`src/rtl/sc_pkg.sv`:
```
// Shared types and helpers for the stochastic-to-binary decoders.
package sc_pkg;

  localparam int unsigned SC_FN_W = 32;

  typedef enum logic [1:0] {
    IDLE = 2'd0,
    ACC  = 2'd1,
    WAIT = 2'd2
  } sc_bs2bin_state_t;

  // Scale a window count up to data_w bits; a full window saturates to all ones.
  function automatic logic [SC_FN_W-1:0] sc_scale_cnt(
    input logic [SC_FN_W-1:0] ones,
    input int unsigned        win_log2,
    input int unsigned        data_w
  );
    logic [SC_FN_W-1:0] full;
    full = SC_FN_W'(1) << win_log2;
    if (ones >= full) begin
      return (SC_FN_W'(1) << data_w) - SC_FN_W'(1);
    end
    return ones << (data_w - win_log2);
  endfunction

endpackage

```
`src/rtl/sc_win_cnt.sv`:
```
// Enable-qualified window counter: tick counts enabled edges, ones counts 1s seen.
module sc_win_cnt #(
  parameter int unsigned WIN_LOG2 = 8
) (
  input  logic              clk,
  input  logic              rst_n,
  input  logic              clr,
  input  logic              en,
  input  logic              bit_in,
  output logic [WIN_LOG2:0] ones,
  output logic              last
);

  localparam int unsigned CNT_W = WIN_LOG2 + 1;
  localparam logic [WIN_LOG2-1:0] TICK_MAX = '1;

  logic [WIN_LOG2-1:0] tick;

  // High on the enabled edge that carries the final bit of the window.
  assign last = en && (tick == TICK_MAX);

  always_ff @(posedge clk or negedge rst_n) begin
    if (!rst_n) begin
      ones <= '0;
      tick <= '0;
    end else if (clr) begin
      ones <= '0;
      tick <= '0;
    end else if (en) begin
      ones <= ones + CNT_W'(bit_in);
      tick <= tick + WIN_LOG2'(1);
    end
  end

endmodule

```
`src/rtl/sc_uni_bs2bin.sv`:
```
// Unipolar bitstream-to-binary decoder with valid/ready output and a stall (WAIT) holding slot.
module sc_uni_bs2bin
  import sc_pkg::*;
#(
  parameter int unsigned DATA_W   = 8,
  parameter int unsigned WIN_LOG2 = 8
) (
  input  logic              clk,
  input  logic              rst_n,
  input  logic              start,
  input  logic              cont,
  input  logic              enable,
  input  logic              iBit,
  output logic [DATA_W-1:0] oData,
  output logic              oValid,
  input  logic              iReady,
  output logic              busy
);

  localparam int unsigned CNT_W = WIN_LOG2 + 1;

  sc_bs2bin_state_t state, state_n;

  logic [CNT_W-1:0]  ones;
  logic [CNT_W-1:0]  final_cnt;
  logic [CNT_W-1:0]  hold_q, hold_n;
  logic [CNT_W-1:0]  load_cnt;
  logic [DATA_W-1:0] load_data;
  logic              cnt_en;
  logic              cnt_clr;
  logic              last;
  logic              slot_free;
  logic              load;

  assign cnt_en    = (state == ACC) && enable;
  assign final_cnt = ones + CNT_W'(iBit);
  assign slot_free = !oValid || iReady;
  assign load_data = DATA_W'(sc_scale_cnt(SC_FN_W'(load_cnt), WIN_LOG2, DATA_W));

  sc_win_cnt #(
    .WIN_LOG2 (WIN_LOG2)
  ) u_win_cnt (
    .clk    (clk),
    .rst_n  (rst_n),
    .clr    (cnt_clr),
    .en     (cnt_en),
    .bit_in (iBit),
    .ones   (ones),
    .last   (last)
  );

  // Next-state, counter clear and output-slot load decisions.
  always_comb begin
    state_n  = state;
    hold_n   = hold_q;
    cnt_clr  = 1'b0;
    load     = 1'b0;
    load_cnt = final_cnt;
    case (state)
      IDLE: begin
        if (start) begin
          state_n = ACC;
          cnt_clr = 1'b1;
        end
      end
      ACC: begin
        if (last) begin
          cnt_clr = 1'b1;
          if (slot_free) begin
            load    = 1'b1;
            state_n = cont ? ACC : IDLE;
          end else begin
            hold_n  = final_cnt;
            state_n = WAIT;
          end
        end
      end
      WAIT: begin
        if (slot_free) begin
          load     = 1'b1;
          load_cnt = hold_q;
          cnt_clr  = 1'b1;
          state_n  = cont ? ACC : IDLE;
        end
      end
      default: state_n = IDLE;
    endcase
  end

  always_ff @(posedge clk or negedge rst_n) begin
    if (!rst_n) begin
      state  <= IDLE;
      hold_q <= '0;
      oData  <= '0;
      oValid <= 1'b0;
      busy   <= 1'b0;
    end else begin
      state  <= state_n;
      hold_q <= hold_n;
      busy   <= (state_n != IDLE);
      if (load) begin
        oData  <= load_data;
        oValid <= 1'b1;
      end else if (iReady) begin
        oValid <= 1'b0;
      end
    end
  end

endmodule

```
`config.mk`:
```
export PLATFORM = sky130hd
export DESIGN_NAME = sc_uni_bs2bin
export DESIGN_NICKNAME = d
export VERILOG_FILES = /design/src/rtl/sc_pkg.sv /design/src/rtl/sc_win_cnt.sv /design/src/rtl/sc_uni_bs2bin.sv
export SDC_FILE = /design/constraint.sdc
export NUM_CORES = 1
export LEC_CHECK = 0
export CORE_MARGIN = 2
export CORE_UTILIZATION = 28
export DETAILED_ROUTE_END_ITERATION = 7
export PLACE_DENSITY = 0.45
export SYNTH_ARGS = -nofsm -noshare
export SYNTH_HDL_FRONTEND = slang
export SYNTH_SLANG_ARGS = --single-unit
```
`constraint.sdc`:
```
create_clock -name clk -period 1.8 [get_ports clk]
set_input_delay 0.36 -clock clk [delete_from_list [all_inputs] [get_ports clk]]
set_output_delay 0.36 -clock clk [all_outputs]
set_load 0.01 [all_outputs]
```
==> impl_metrics.py <==
metrics = {
    "run_status": {
        "status": "complete, no violations",
    },
    "worst_setup_path": {
        "worstPathRequired_ns": 2.02,
        "crit_path_top_delay_cell": "dfrtp_1",
        "path_class": "register to register",
        "endpoint": "oData[0]",
        "cp.depth": 8,
        "crit_path_start_kind": "register",
        "r2r_start": "state[0]",
        "crit_top_cell": "buf_4",
        "slowest_delay_ns": 0.37,
        "path_buf_inv": 3,
        "cp.arrival_ns": 1.92,
        "crit_fanout": 8,
        "path_cells": "buf_4 > ha_4 > nand4_1 > buf_4 > o31ai_4 > buf_4 > a21oi_1 > a31oi_4",
        "reg2reg_to": "oData[0]",
        "endpoint_kind": "register",
        "critPathTopFamily": "buffers and inverters",
        "cp-startpoint": "state[0]",
        "regToRegSetupSlack_ns": 0.10,
        "rr_worst_depth": 8,
    },
    "clock_tree": {
        "insertion_delay_ns": 0.29,
        "cts_tree": "built",
        "clockBufferDepth": 2,
        "cts_buffers": 5,
        "cts_sinks": 38,
        "cts_root_buf": "clkbuf_8",
        "hold_buffers": 0,
        "h-tree-depth": 2,
        "clkTransAtPathRegs_ns": 0.08,
    },
    "global_route": {
        "grt_util_met1_pct": 16.1,
        "grt.busiest_layer": "met2",
        "grtUsageTotal_pct": 12.2,
        "grt_pass1_wl_um": 8090,
        "antenna_found_initial": 0,
        "grt_max_degree": 39,
        "use_met3_pct": 2.34,
        "grt_overflow_total": 0,
        "grt_pass1_vias": 1673,
        "grtUsageMet2_pct": 20.0,
    },
    "yosys": {
        "yosysUniqueCellTypes": 44,
        "synthXorXnorAreaFrac_pct": 7.47,
        "ys_seq_area_share_pct": 45.1,
        "syn_nets": 225,
        "synth_compound_area_share_pct": 14.4,
        "synth_seq_cells": 38,
        "synth_area_leaders": "dfrtp_1 (45%), nand2_1 (5.9%), xnor2_1 (5.4%), ha_1 (4.1%), nor2_1 (3.4%)",
        "syn_inst": 211,
        "synthAdderAreaFrac_pct": 4.15,
        "avgSynthCellArea_um2": 10.0,
        "ys_warn_count": 0,
        "synth.largest_area_cell": "dfrtp_1",
        "synth-edff-count": 0,
        "mappedNetlistArea_um2": 2110,
        "synth_top_family_by_area": "simple AND/OR/NAND/NOR gates",
        "synthMuxAreaShare_pct": 4.45,
        "async_flop_share_pct": 100,
        "synth_top_area_share_pct": 45.1,
        "ys_dominant_reg_cell": "dfrtp_1",
        "synthSimpleGateAreaFrac_pct": 21.6,
    },
    "power": {
        "ir_worst_vdd_v": 0.000338,
        "finalPower_mw": 2.35,
        "leakage_nw": 1.26,
        "power_density_nw_per_um2": 817,
    },
    "sta": {
        "period_share_pct": 94.3,
        "skew_ns": 0.00790,
        "fmax_mhz": 589,
        "setup_tns_ns": 0,
        "fin_hold_ws_ns": 0.108,
        "finalMaxSlewViolations": 0,
        "maxSlewHeadroom_pct": 66.4,
        "worst_slew_pin_slew_ns": 0.505,
        "fin_crit_ns": 1.70,
        "hold_viol": 0,
        "setup_viol": 0,
    },
    "die": {
        "dieArea_um2": 8250,
        "io_pins": 17,
        "start_util_pct": 28.9,
        "core_area_um2": 7290,
        "num_rows": 31,
        "dieHeight_um": 90.8,
        "die_width_um": 90.8,
    },
    "route": {
        "wire_per_inst_um": 12.9,
        "wirelength_um": 4690,
        "vias": 1636,
        "vias_per_cell": 4.48,
        "firstDrtPassIters": 4,
        "dr.first_iter.drc_count": 39,
        "drcViolationCount": 0,
        "ant_nets": 0,
    },
    "layout": {
        "final_util_pct": 39.4,
        "final_cells": 365,
        "diodes": 0,
        "num-nets-final": 279,
        "drive_above_1_share_pct": 28.2,
        "area_growth_pct": 36.2,
    },
    "placement": {
        "io_buffers": 16,
        "place.gp.congestion": 0.741,
        "place.detailed.instances": 354,
        "dpl.hpwl_um": 3400,
    },
    "run": {
        "cap_viol_max_count": 0,
    },
    "hold_path": {
        "hold_path.class": "primary input to asynchronous set/reset pin",
    },
}
## registers in the layout, indices dropped and copies added, names as in the netlist
signal / flops
hold_q: 9
u_win_cnt.ones: 9
oValid: 1
oData: 8
busy: 1
state: 2
u_win_cnt.tick: 8
## Yosys cell counts, types with 2 or more instances
cell / number
buf_2: 3
nand2_1: 33
a21oi_1: 13
nand4_1: 4
mux2_2: 3
nand3_2: 3
or3_1: 3
o31ai_1: 3
o21a_1: 3
mux2i_1: 6
xor2_1: 5
nor3_1: 7
xnor2_1: 13
and2_1: 3
o21ai_0: 6
dfrtp_1: 38
nand3_1: 2
a31oi_1: 8
nor2_1: 19
nor4_1: 2
ha_1: 7
inv_1: 5
## report_power, final
part	switching (mW)	internal [mW]	total (mW)
sequential	0.172	0.967	1.14
combinational	0.230	0.239	0.469
clock	0.329	0.412	0.741
## what timing repair did
action | 4_1_cts | 5_1_grt
pin swaps | 0 | 2
setup buffers | 1 | 2
setup endpoints to repair | 26 | 32
gates resized for setup | 8 | 12
## worst min-delay path by stage
stage / start / endpoint / slack (ns)
6_report: rst_n / u_win_cnt.tick[5] / 0.11
5_1_grt: rst_n / u_win_cnt.ones[4] / 0.15
4_1_cts: rst_n / u_win_cnt.tick[5] / 0.13
3_5_place_dp: rst_n / u_win_cnt.tick[5] / 0.45
3_3_place_gp: rst_n / u_win_cnt.tick[5] / 0.45
2_1_floorplan: rst_n / busy / 0.06
## through the flow
| step | worst slack [ns] | cell area (µm²) |
|---|---|---|
| after CTS | -0.0000910 | 2800 |
| after global routing | -0.00127 | 2880 |
| final | 0.103 | 2880 |
| after floorplan | 0.0137 | 2110 |
| after global placement | -0.392 | 2650 |
| after detailed placement | -0.406 | 2650 |
## layer usage
layer	vias to the layer above	share of wire (%)
met3	8	2.7
li1	853	-
met1	757	49
met2	18	47
met4	0	1.9
met5	-	0
## placed cells by master, fill, tap and decap left out, types with 4 or more instances in the layout
cell and instances:
buf_4 32, mux2i_1 5, xor2_1 5, nand2_1 33, nor3_1 7, nand4_1 4, a21oi_1 13, a31oi_1 7
ha_1 4, o21ai_0 6, clkdlybuf4s50_1 14, nor2_1 18, xnor2_1 13, clkbuf_8 5, dfrtp_1 38
## final cells by class
| type | count | area [µm²] |
|---|---|---|
| fillers | 759 | 4420 |
| multi-input cells | 161 | 1180 |
| flip-flops and latches | 38 | 951 |
| repair buffers | 53 | 480 |
| well taps | 99 | 124 |
| clock buffers | 5 | 68.8 |
| clock inverters | 3 | 45.0 |
| inverters | 6 | 22.5 |
## kinds of logic (layout without fill, tap and decap cells)
kind of cell / after synthesis / after routing
AO/OA/AOI/OAI: 41 / 41
XOR/XNOR: 18 / 18
adder cells (fa/ha/maj): 7 / 7
multiplexers: 9 / 9
buffers and inverters: 12 / 67
AND/OR/NAND/NOR: 86 / 86
flip-flops: 38 / 38
(Power assumes the default switching activity.)
